## src/rtl/alu_sin_deserializer_if.sv

```systemverilog
// Serial-in / decoded-out bundle between the ALU serial front-end and its neighbours.
// The master drives the bitstream and the slave (deserializer) drives the decoded results.
interface alu_sin_deserializer_if #(
  parameter int unsigned DATA_W = 32
);
  logic              sin;
  logic              out_valid;
  logic [DATA_W-1:0] out_b;
  logic [DATA_W-1:0] out_a;
  logic [2:0]        out_op;
  logic              err_valid;
  logic [2:0]        err_flags;

  modport master (
    output sin,
    input  out_valid, out_b, out_a, out_op, err_valid, err_flags
  );

  modport slave (
    input  sin,
    output out_valid, out_b, out_a, out_op, err_valid, err_flags
  );
endinterface

```

## src/rtl/alu_sin_deserializer.sv

```systemverilog
// Serial front-end of the ALU: frames the sin bitstream into B/A operands and a command,
// checks frame count, CRC4 and opcode, then emits a one-cycle valid or error pulse.
module alu_sin_deserializer #(
  parameter int unsigned DATA_W = 32
) (
  input logic                  clk,
  input logic                  rst,
  alu_sin_deserializer_if.slave bus
);
  localparam int unsigned NF = 2 * DATA_W / 8;
  localparam int unsigned CW = $clog2(NF + 2);

  typedef enum logic [2:0] {
    S_WAIT_HIGH,
    S_IDLE,
    S_TYPE,
    S_PAYLOAD,
    S_STOP
  } state_t;

  state_t              r_state;
  logic                r_is_cmd;
  logic [2:0]          r_bitcnt;
  logic [7:0]          r_byte;
  logic [2*DATA_W-1:0] r_sh;
  logic [CW-1:0]       r_cnt;
  logic [3:0]          r_crc;
  logic                r_out_valid;
  logic [DATA_W-1:0]   r_out_b;
  logic [DATA_W-1:0]   r_out_a;
  logic [2:0]          r_out_op;
  logic                r_err_valid;
  logic [2:0]          r_err_flags;

  function automatic logic [3:0] crc_step(input logic [3:0] c, input logic d);
    logic fb;
    fb = c[3] ^ d;
    return {c[2], c[1], c[0] ^ fb, fb};
  endfunction

  always_ff @(posedge clk) begin
    if (rst) begin
      r_state     <= S_WAIT_HIGH;
      r_is_cmd    <= 1'b0;
      r_bitcnt    <= '0;
      r_byte      <= '0;
      r_sh        <= '0;
      r_cnt       <= '0;
      r_crc       <= '0;
      r_out_valid <= 1'b0;
      r_out_b     <= '0;
      r_out_a     <= '0;
      r_out_op    <= '0;
      r_err_valid <= 1'b0;
      r_err_flags <= '0;
    end else begin
      r_out_valid <= 1'b0;
      r_err_valid <= 1'b0;
      case (r_state)
        S_WAIT_HIGH: if (bus.sin) r_state <= S_IDLE;
        S_IDLE:      if (!bus.sin) r_state <= S_TYPE;
        S_TYPE: begin
          r_is_cmd <= bus.sin;
          r_bitcnt <= '0;
          r_state  <= S_PAYLOAD;
        end
        S_PAYLOAD: begin
          r_byte   <= {r_byte[6:0], bus.sin};
          r_bitcnt <= r_bitcnt + 3'd1;
          // CMD leading payload bit is replaced by a constant 1 in the CRC; received CRC bits are not folded in
          if (!r_is_cmd)
            r_crc <= crc_step(r_crc, bus.sin);
          else if (r_bitcnt == 3'd0)
            r_crc <= crc_step(r_crc, 1'b1);
          else if (r_bitcnt <= 3'd3)
            r_crc <= crc_step(r_crc, bus.sin);
          if (r_bitcnt == 3'd7) r_state <= S_STOP;
        end
        S_STOP: begin
          if (!bus.sin) begin
            r_err_valid <= 1'b1;
            r_err_flags <= 3'b100;
            r_cnt       <= '0;
            r_crc       <= '0;
            r_state     <= S_WAIT_HIGH;
          end else if (!r_is_cmd) begin
            r_sh <= {r_sh[2*DATA_W-9:0], r_byte};
            if (r_cnt != CW'(NF + 1)) r_cnt <= r_cnt + 1'b1;
            r_state <= S_IDLE;
          end else begin
            if (r_cnt != CW'(NF)) begin
              r_err_valid <= 1'b1;
              r_err_flags <= 3'b100;
            end else if (r_crc != r_byte[3:0]) begin
              r_err_valid <= 1'b1;
              r_err_flags <= 3'b010;
            end else if (r_byte[5]) begin
              // Legal opcodes 000/001/100/101 are exactly those with OP[1]=0
              r_err_valid <= 1'b1;
              r_err_flags <= 3'b001;
            end else begin
              r_out_valid <= 1'b1;
              r_out_b     <= r_sh[2*DATA_W-1:DATA_W];
              r_out_a     <= r_sh[DATA_W-1:0];
              r_out_op    <= r_byte[6:4];
            end
            r_cnt   <= '0;
            r_crc   <= '0;
            r_state <= S_IDLE;
          end
        end
        default: r_state <= S_WAIT_HIGH;
      endcase
    end
  end

  assign bus.out_valid = r_out_valid;
  assign bus.out_b     = r_out_b;
  assign bus.out_a     = r_out_a;
  assign bus.out_op    = r_out_op;
  assign bus.err_valid = r_err_valid;
  assign bus.err_flags = r_err_flags;
endmodule

```

## src/flat_wrapper.sv

```systemverilog
// flat-port wrapper written by rule: the top's interface ports become plain ports
module alu_sin_deserializer_flat 
#(
  parameter int unsigned DATA_W = 32
)
  (clk, rst, bus_sin, bus_out_valid, bus_out_b, bus_out_a, bus_out_op, bus_err_valid, bus_err_flags);
  alu_sin_deserializer_if #(.DATA_W(DATA_W)) bus_i ();
  input logic clk;
  input logic rst;
  input wire logic [$bits(bus_i.sin)-1:0] bus_sin;
  output wire logic [$bits(bus_i.out_valid)-1:0] bus_out_valid;
  output wire logic [$bits(bus_i.out_b)-1:0] bus_out_b;
  output wire logic [$bits(bus_i.out_a)-1:0] bus_out_a;
  output wire logic [$bits(bus_i.out_op)-1:0] bus_out_op;
  output wire logic [$bits(bus_i.err_valid)-1:0] bus_err_valid;
  output wire logic [$bits(bus_i.err_flags)-1:0] bus_err_flags;
  assign bus_i.sin = bus_sin;
  assign bus_out_valid = bus_i.out_valid;
  assign bus_out_b = bus_i.out_b;
  assign bus_out_a = bus_i.out_a;
  assign bus_out_op = bus_i.out_op;
  assign bus_err_valid = bus_i.err_valid;
  assign bus_err_flags = bus_i.err_flags;
  alu_sin_deserializer #(.DATA_W(DATA_W)) u_core (.clk(clk), .rst(rst), .bus(bus_i));
endmodule
```

## config.mk

```make
export PLATFORM = sky130hd
export DESIGN_NAME = alu_sin_deserializer_flat
export DESIGN_NICKNAME = d
export VERILOG_FILES = /design/src/rtl/alu_sin_deserializer_if.sv /design/src/rtl/alu_sin_deserializer.sv /design/src/flat_wrapper.sv
export SDC_FILE = /design/constraint.sdc
export NUM_CORES = 1
export LEC_CHECK = 0
export ABC_AREA = 1
export CELL_PAD_IN_SITES_DETAIL_PLACEMENT = 1
export CELL_PAD_IN_SITES_GLOBAL_PLACEMENT = 2
export CORE_UTILIZATION = 31
export DETAILED_ROUTE_END_ITERATION = 6
export DONT_BUFFER_PORTS = 1
export GPL_TIMING_DRIVEN = 0
export HOLD_SLACK_MARGIN = 0.15
export PLACE_DENSITY = 0.82
export SYNTH_ARGS = -nofsm -noshare
export SYNTH_HDL_FRONTEND = slang
export SYNTH_SLANG_ARGS = --single-unit
export TNS_END_PERCENT = 50
```

## constraint.sdc

```tcl
create_clock -name clk -period 1.5 [get_ports clk]
set_input_delay 0.075 -clock clk [delete_from_list [all_inputs] [get_ports clk]]
set_output_delay 0.075 -clock clk [all_outputs]
set_load 0.01 [all_outputs]
```

Word level (Yosys, flattened, before mapping)

Cells that the tools add are included.

$add $sub $neg: 2
Multipliers: 0
Divide/modulo/power cells: 0
Magnitude comparators: 1
Eq/ne operators: 16
Shift-type cells: 0
Mux-type cells: 26
Bitwise logic cells: 10
Reductions and logical operators: 12

Operator list:

| kind                                                                              | number |
|---|---|
| 4-bit two-way mux                                                                 | 8 |
| 3-bit two-way mux                                                                 | 8 |
| 3-bit one-hot mux with 5 select lines                                             | 1 |
| 4-bit inequality test (second input constant)                                     | 3 |
| 3-bit AND reduction                                                               | 4 |
| 4-bit one-hot mux with 2 select lines                                             | 1 |
| 1-bit two-way mux                                                                 | 7 |
| 1-bit NOT                                                                         | 7 |
| 3-bit by 2-bit == test with 1-bit output (second input constant)                  | 2 |
| 3-bit == test (second input constant)                                             | 2 |
| 3-bit zero test                                                                   | 2 |
| 3-bit one-hot mux with 2 select lines                                             | 1 |
| 6-bit AND reduction                                                               | 1 |
| 6-bit OR reduction                                                                | 1 |
| 4-bit by 1-bit adder with 4-bit output (second input constant)                    | 1 |
| 2-bit by 1-bit inequality test with 1-bit output (second input constant)          | 2 |
| 2-bit inequality test (second input constant)                                     | 2 |
| 4-bit by 1-bit inequality test with 1-bit output (second input constant)          | 1 |
| 4-bit inequality test                                                             | 1 |
| 2-bit nonzero test                                                                | 2 |
| 3-bit by 1-bit adder with 3-bit output (second input constant)                    | 1 |
| 3-bit by 1-bit == test with 1-bit output (second input constant)                  | 1 |
| 3-bit by 2-bit less-or-equal comparator with 1-bit output (second input constant) | 1 |
| 3-bit by 1-bit inequality test with 1-bit output (second input constant)          | 1 |
| other kinds (4)                                                                   | 6 |

Register bits after elaboration: 158
Latch bits: 0
Bits in writable memories: 0
Bits in read-only memories: 0
Input port bits: 3
Output and inout bits: 72
Word-level logic and storage cells: 80
Memories kept: 0

Depth between registers and ports, before layout

Depth in word-level cells: 6
Gate-level depth with buffers: 10

Worst setup path after synthesis

OpenSTA, ideal clock, no wires.

Kind: register to register
Start point: register u_core.r_cnt[0]
End point: register u_core.r_out_a[0] (netlist: u_core.bus.out_a[0])
Arrival: 1465 ps
Required time: 1387 ps
Setup slack: -78 ps
Cell stages (with the launch flop): 10
Buffers on the path: 2
Path through: dfxtp_1 > inv_1 > ha_1 > nand2_1 > nor3_2 > nand4_2 > buf_2 > buf_2 > nor2_1 > nor2_1

Longest elaborated chain between the ends: 3

RTL lines:

| what                          | line                        | RTL |
|---|---|---|
| from (decl)                   | alu_sin_deserializer.sv:26  | `logic [CW-1:0] r_cnt;` |
| from (signal assigned)        | alu_sin_deserializer.sv:88  | `if (r_cnt != CW'(NF + 1)) r_cnt <= r_cnt + 1'b1;` |
| 4-bit inequality test         | alu_sin_deserializer.sv:91  | `if (r_cnt != CW'(NF)) begin` |
| 1-bit NOT (no line)           | -                           |  |
| 6-bit AND reduction (no line) | -                           |  |
| to (signal assigned)          | alu_sin_deserializer.sv:104 | `r_out_a <= r_sh[DATA_W-1:0];` |
| to (decl)                     | alu_sin_deserializer.sv:30  | `logic [DATA_W-1:0] r_out_a;` |

No other way between the ends.
A chain may end at the register's enable or synchronous reset.

Worst setup path in the final report

Start point: register u_core.r_cnt[0]
End point: register u_core.r_out_a[5] (netlist: u_core.bus.out_a[5])

The elaborated chain is that of the path after synthesis.

==> flow_summary.toml <==
[min_path]
hold_end = "u_core.r_state[0]"
whs_path_depth = 2
hold_path.class = "in -> reg"
hold_start = "bus_sin"

[timing]
worstMarginPinSlew_ns = 0.773
setup_tns_ns = -7.97
post-route-period-util_pct = 111
grt_setup_unrepaired = "true"
setup_ws_ns = -0.170
hold_viol = 2
fmax_ghz = 0.599
slew_headroom_pct = 48.5
period_minus_slack_ns = 1.67
clock_skew_ns = 0.00859
holdWs_ns = -0.177
slew_violations = 0
finalSetupViolCount = 67

[clocking]
cts_buffer_depth = 2
cts_root_buf = "clkbuf_16"
insertion_delay_ns = 0.43
cts_tree = "built"
cts_hold_buf = 3
clock_sinks = 158
ctsHtreeMaxLevel = 4
numCtsBuffers = 17
clk_pin_slew_ns = 0.06

[worst_setup_path]
r2r_start = "u_core.r_cnt[0]"
worst_path_max_delay_cell = "dfxtp_2"
crit_path_max_incr_delay_ns = 0.33
end_kind = "register"
crit_chain = "inv_2 -> ha_4 -> nand2_4 -> nor3_4 -> nand4_4 -> buf_6 -> clkbuf_16 -> nand2_1 -> nand2_1 -> nor2_1"
crit_fanout = 5
crit_family = "simple AND/OR/NAND/NOR gates"
reg2reg_depth = 10
startpoint_type = "register"
crit_type = "reg -> reg"
r2r_setup_slack_ns = -0.17
critPathBufInv = 3
cp.required_ns = 1.86
rr_endpoint = "u_core.bus.out_a[5]"
cp.depth = 10
path_common_cell = "nand2_1"
worstPathArrival_ns = 2.03

[drt]
drtPass1Iterations = 4
drc_errors = 0
totalWireLength_mm = 18.3
viasPerCell = 4.58
vias = 5541
ant_nets = 0
drt-initial-drc-count = 207
wire_per_inst_um = 15.1

[global_route]
grt_remaining_overflow = 0
grt_max_degree = 17
grt_pass1_wl_mm = 29.0
grt_pass1_vias = 5513
grtUsageTotal_pct = 18.6
antenna_found_initial = 0

[cells_and_area]
drive_above_1_share_pct = 24.0
num-nets-final = 944
area_delta_synth_final_pct = 32.9
diodes = 0

[floorplanning]
die-height_um = 143
fp.coreArea_um2 = 19500
die_area_um2 = 20500
initial_core_util_pct = 31.6
num_rows = 51
chipWidth_um = 143
ios = 75

[placement]
port-buffer-count = 0
dp_slack_ns = -0.686
dpl.hpwl_mm = 11.9
gp_congestion = 0.771

[pwr]
switching_share_pct = 23.6
power_frac_comb_pct = 3.9
seq_power_share_pct = 49.9
internal_power_mw = 6.57
power-per-cell-area_nw_per_um2 = 1050
ir_drop_mv = 0.803
p_leak_nw = 3.93
p_clk_share_pct = 46.2
p_sw_mw = 2.03

[synth]
synth_cells = 888
avgSynthCellArea_um2 = 6.95
netlist.area_leader.share_pct = 51.2
ys_seq_elements = 158
synth_fp_nets = 898
synth.distinct_cells = 25
syn_area_um2 = 6180
synth_seq_area_share_pct = 51.2
yosys.area.top_type = "dfxtp_1"
yosysWarnings = 0
synthTopCellsByArea = "dfxtp_1 (51%), nor2_1 (17%), nand2_1 (11%)"

[run_status]
violations = "hold timing, setup timing"
outcome = "finished with violations"

[flow_run]
cap_violations = 0
==> per-stage QoR <==
step	utilization (%)	instance area (µm²)	hold slack [ns]	std cells	power [mW]
final	42.0	8210	-0.177	1211	8.60
after CTS	40.1	7840	-0.164	1208	8.66
after global routing	42.0	8210	-0.174	1211	8.95
after detailed placement	33.4	6510	0.149	1153	4.65
after global placement	33.4	6510	0.149	1153	4.64
after floorplan	-	6180	0.144	888	4.56
==> kinds of logic (layout without fill, tap and decap cells) <==
family                   after synthesis  after routing  share of synthesized area, %
AND/OR/NAND/NOR                      475            475                          29.7
other                                  1              1                        0.0607
adder cells (fa/ha/maj)                7              7                          1.42
flip-flops                           158            158                          51.2
buffers and inverters                143            201                          9.10
AO/OA/AOI/OAI                        104            104                          8.55
==> placed cells by master, fill, tap and decap left out, types with 10 or more instances in the layout <==
cell type	instances
nand2_4	14
buf_4	10
clkbuf_16	25
nand2_1	119
nor2_1	209
nor2_4	28
a21oi_1	22
dfxtp_1	152
nand3_1	18
nor2_2	38
nand2_2	43
clkbuf_1	14
inv_1	90
o21ai_0	77
==> sequential cells by signal (all words and copies together), names as in the netlist, 4 cells and up <==
| signal | count |
|---|---|
| u_core.bus.out_a | 32 |
| u_core.r_sh | 64 |
| u_core.bus.out_b | 32 |
| u_core.r_crc | 4 |
| u_core.r_byte | 8 |
| u_core.r_cnt | 4 |
==> what timing repair did <==
action | in CTS | in global routing
pin swaps | 10 | 23
endpoints found under the hold margin | 16 | 3
buffers inserted | 13 | 2
resized for setup | 156 | 119
gates cloned | 8 | 1
endpoints found under the setup margin | 146 | 145
==> worst register-to-register path: cells and delay by family (launching register included) <==
family / cells / cell delay [ns]
buffers and inverters: 3 / 0.46
DFF: 1 / 0.33
adders and majority gates: 1 / 0.14
and+or+nand+nor: 6 / 0.69
==> worst max-delay path by stage <==
stage | from | endpoint
2_1_floorplan | u_core.r_cnt[0] | u_core.bus.out_a[0]
3_3_place_gp | u_core.r_cnt[0] | u_core.bus.out_op[0]
3_5_place_dp | u_core.r_cnt[0] | u_core.bus.out_op[0]
4_1_cts | u_core.r_cnt[1] | u_core.bus.out_a[7]
5_1_grt | u_core.r_cnt[0] | u_core.bus.out_a[5]
6_report | u_core.r_cnt[0] | u_core.bus.out_a[5]
==> per-layer routing <==
| layer | share of wire [%] | up-vias | GRT usage, % |
|---|---|---|---|
| met5 | 0 | - | 0 |
| met4 | 1.4 | 0 | 6.79 |
| met3 | 4.4 | 16 | 4.66 |
| met2 | 48 | 80 | 30.5 |
| met1 | 46 | 2650 | 23.4 |
| li1 | - | 2795 | - |
==> layout make-up <==
class | instances | area (µm²)
buffer | 45 | 465
clock buffer | 21 | 470
clock inverter | 10 | 66.3
fill | 2418 | 11300
inverter | 98 | 368
multi-input combinational | 587 | 3000
sequential | 158 | 3170
tap | 265 | 332
timing repair buffer | 27 | 334
==> cells in the mapped netlist (all sizes together) <==
library cell	instances
a22oi	1
a311oi	1
o21ai	77
o22ai	1
buf	13
and2	1
a21oi	24
nor3	4
nand4	1
nand2	176
inv	97
clkbuf	32
dfxtp	158
clkinv	1
conb	1
nor2	275
nand3	18
ha	7
==> power groups by stage <==
stage | clock, mW | sequential [mW] | combinational, mW
after detailed placement | 0 | 4.38 | 0.270
final | 3.98 | 4.30 | 0.332
after CTS | 4.08 | 4.29 | 0.299
after global placement | 0 | 4.38 | 0.268
after floorplan | 0 | 4.36 | 0.196
after global routing | 4.28 | 4.30 | 0.371
Note: power is estimated with default switching activity, not from simulation.
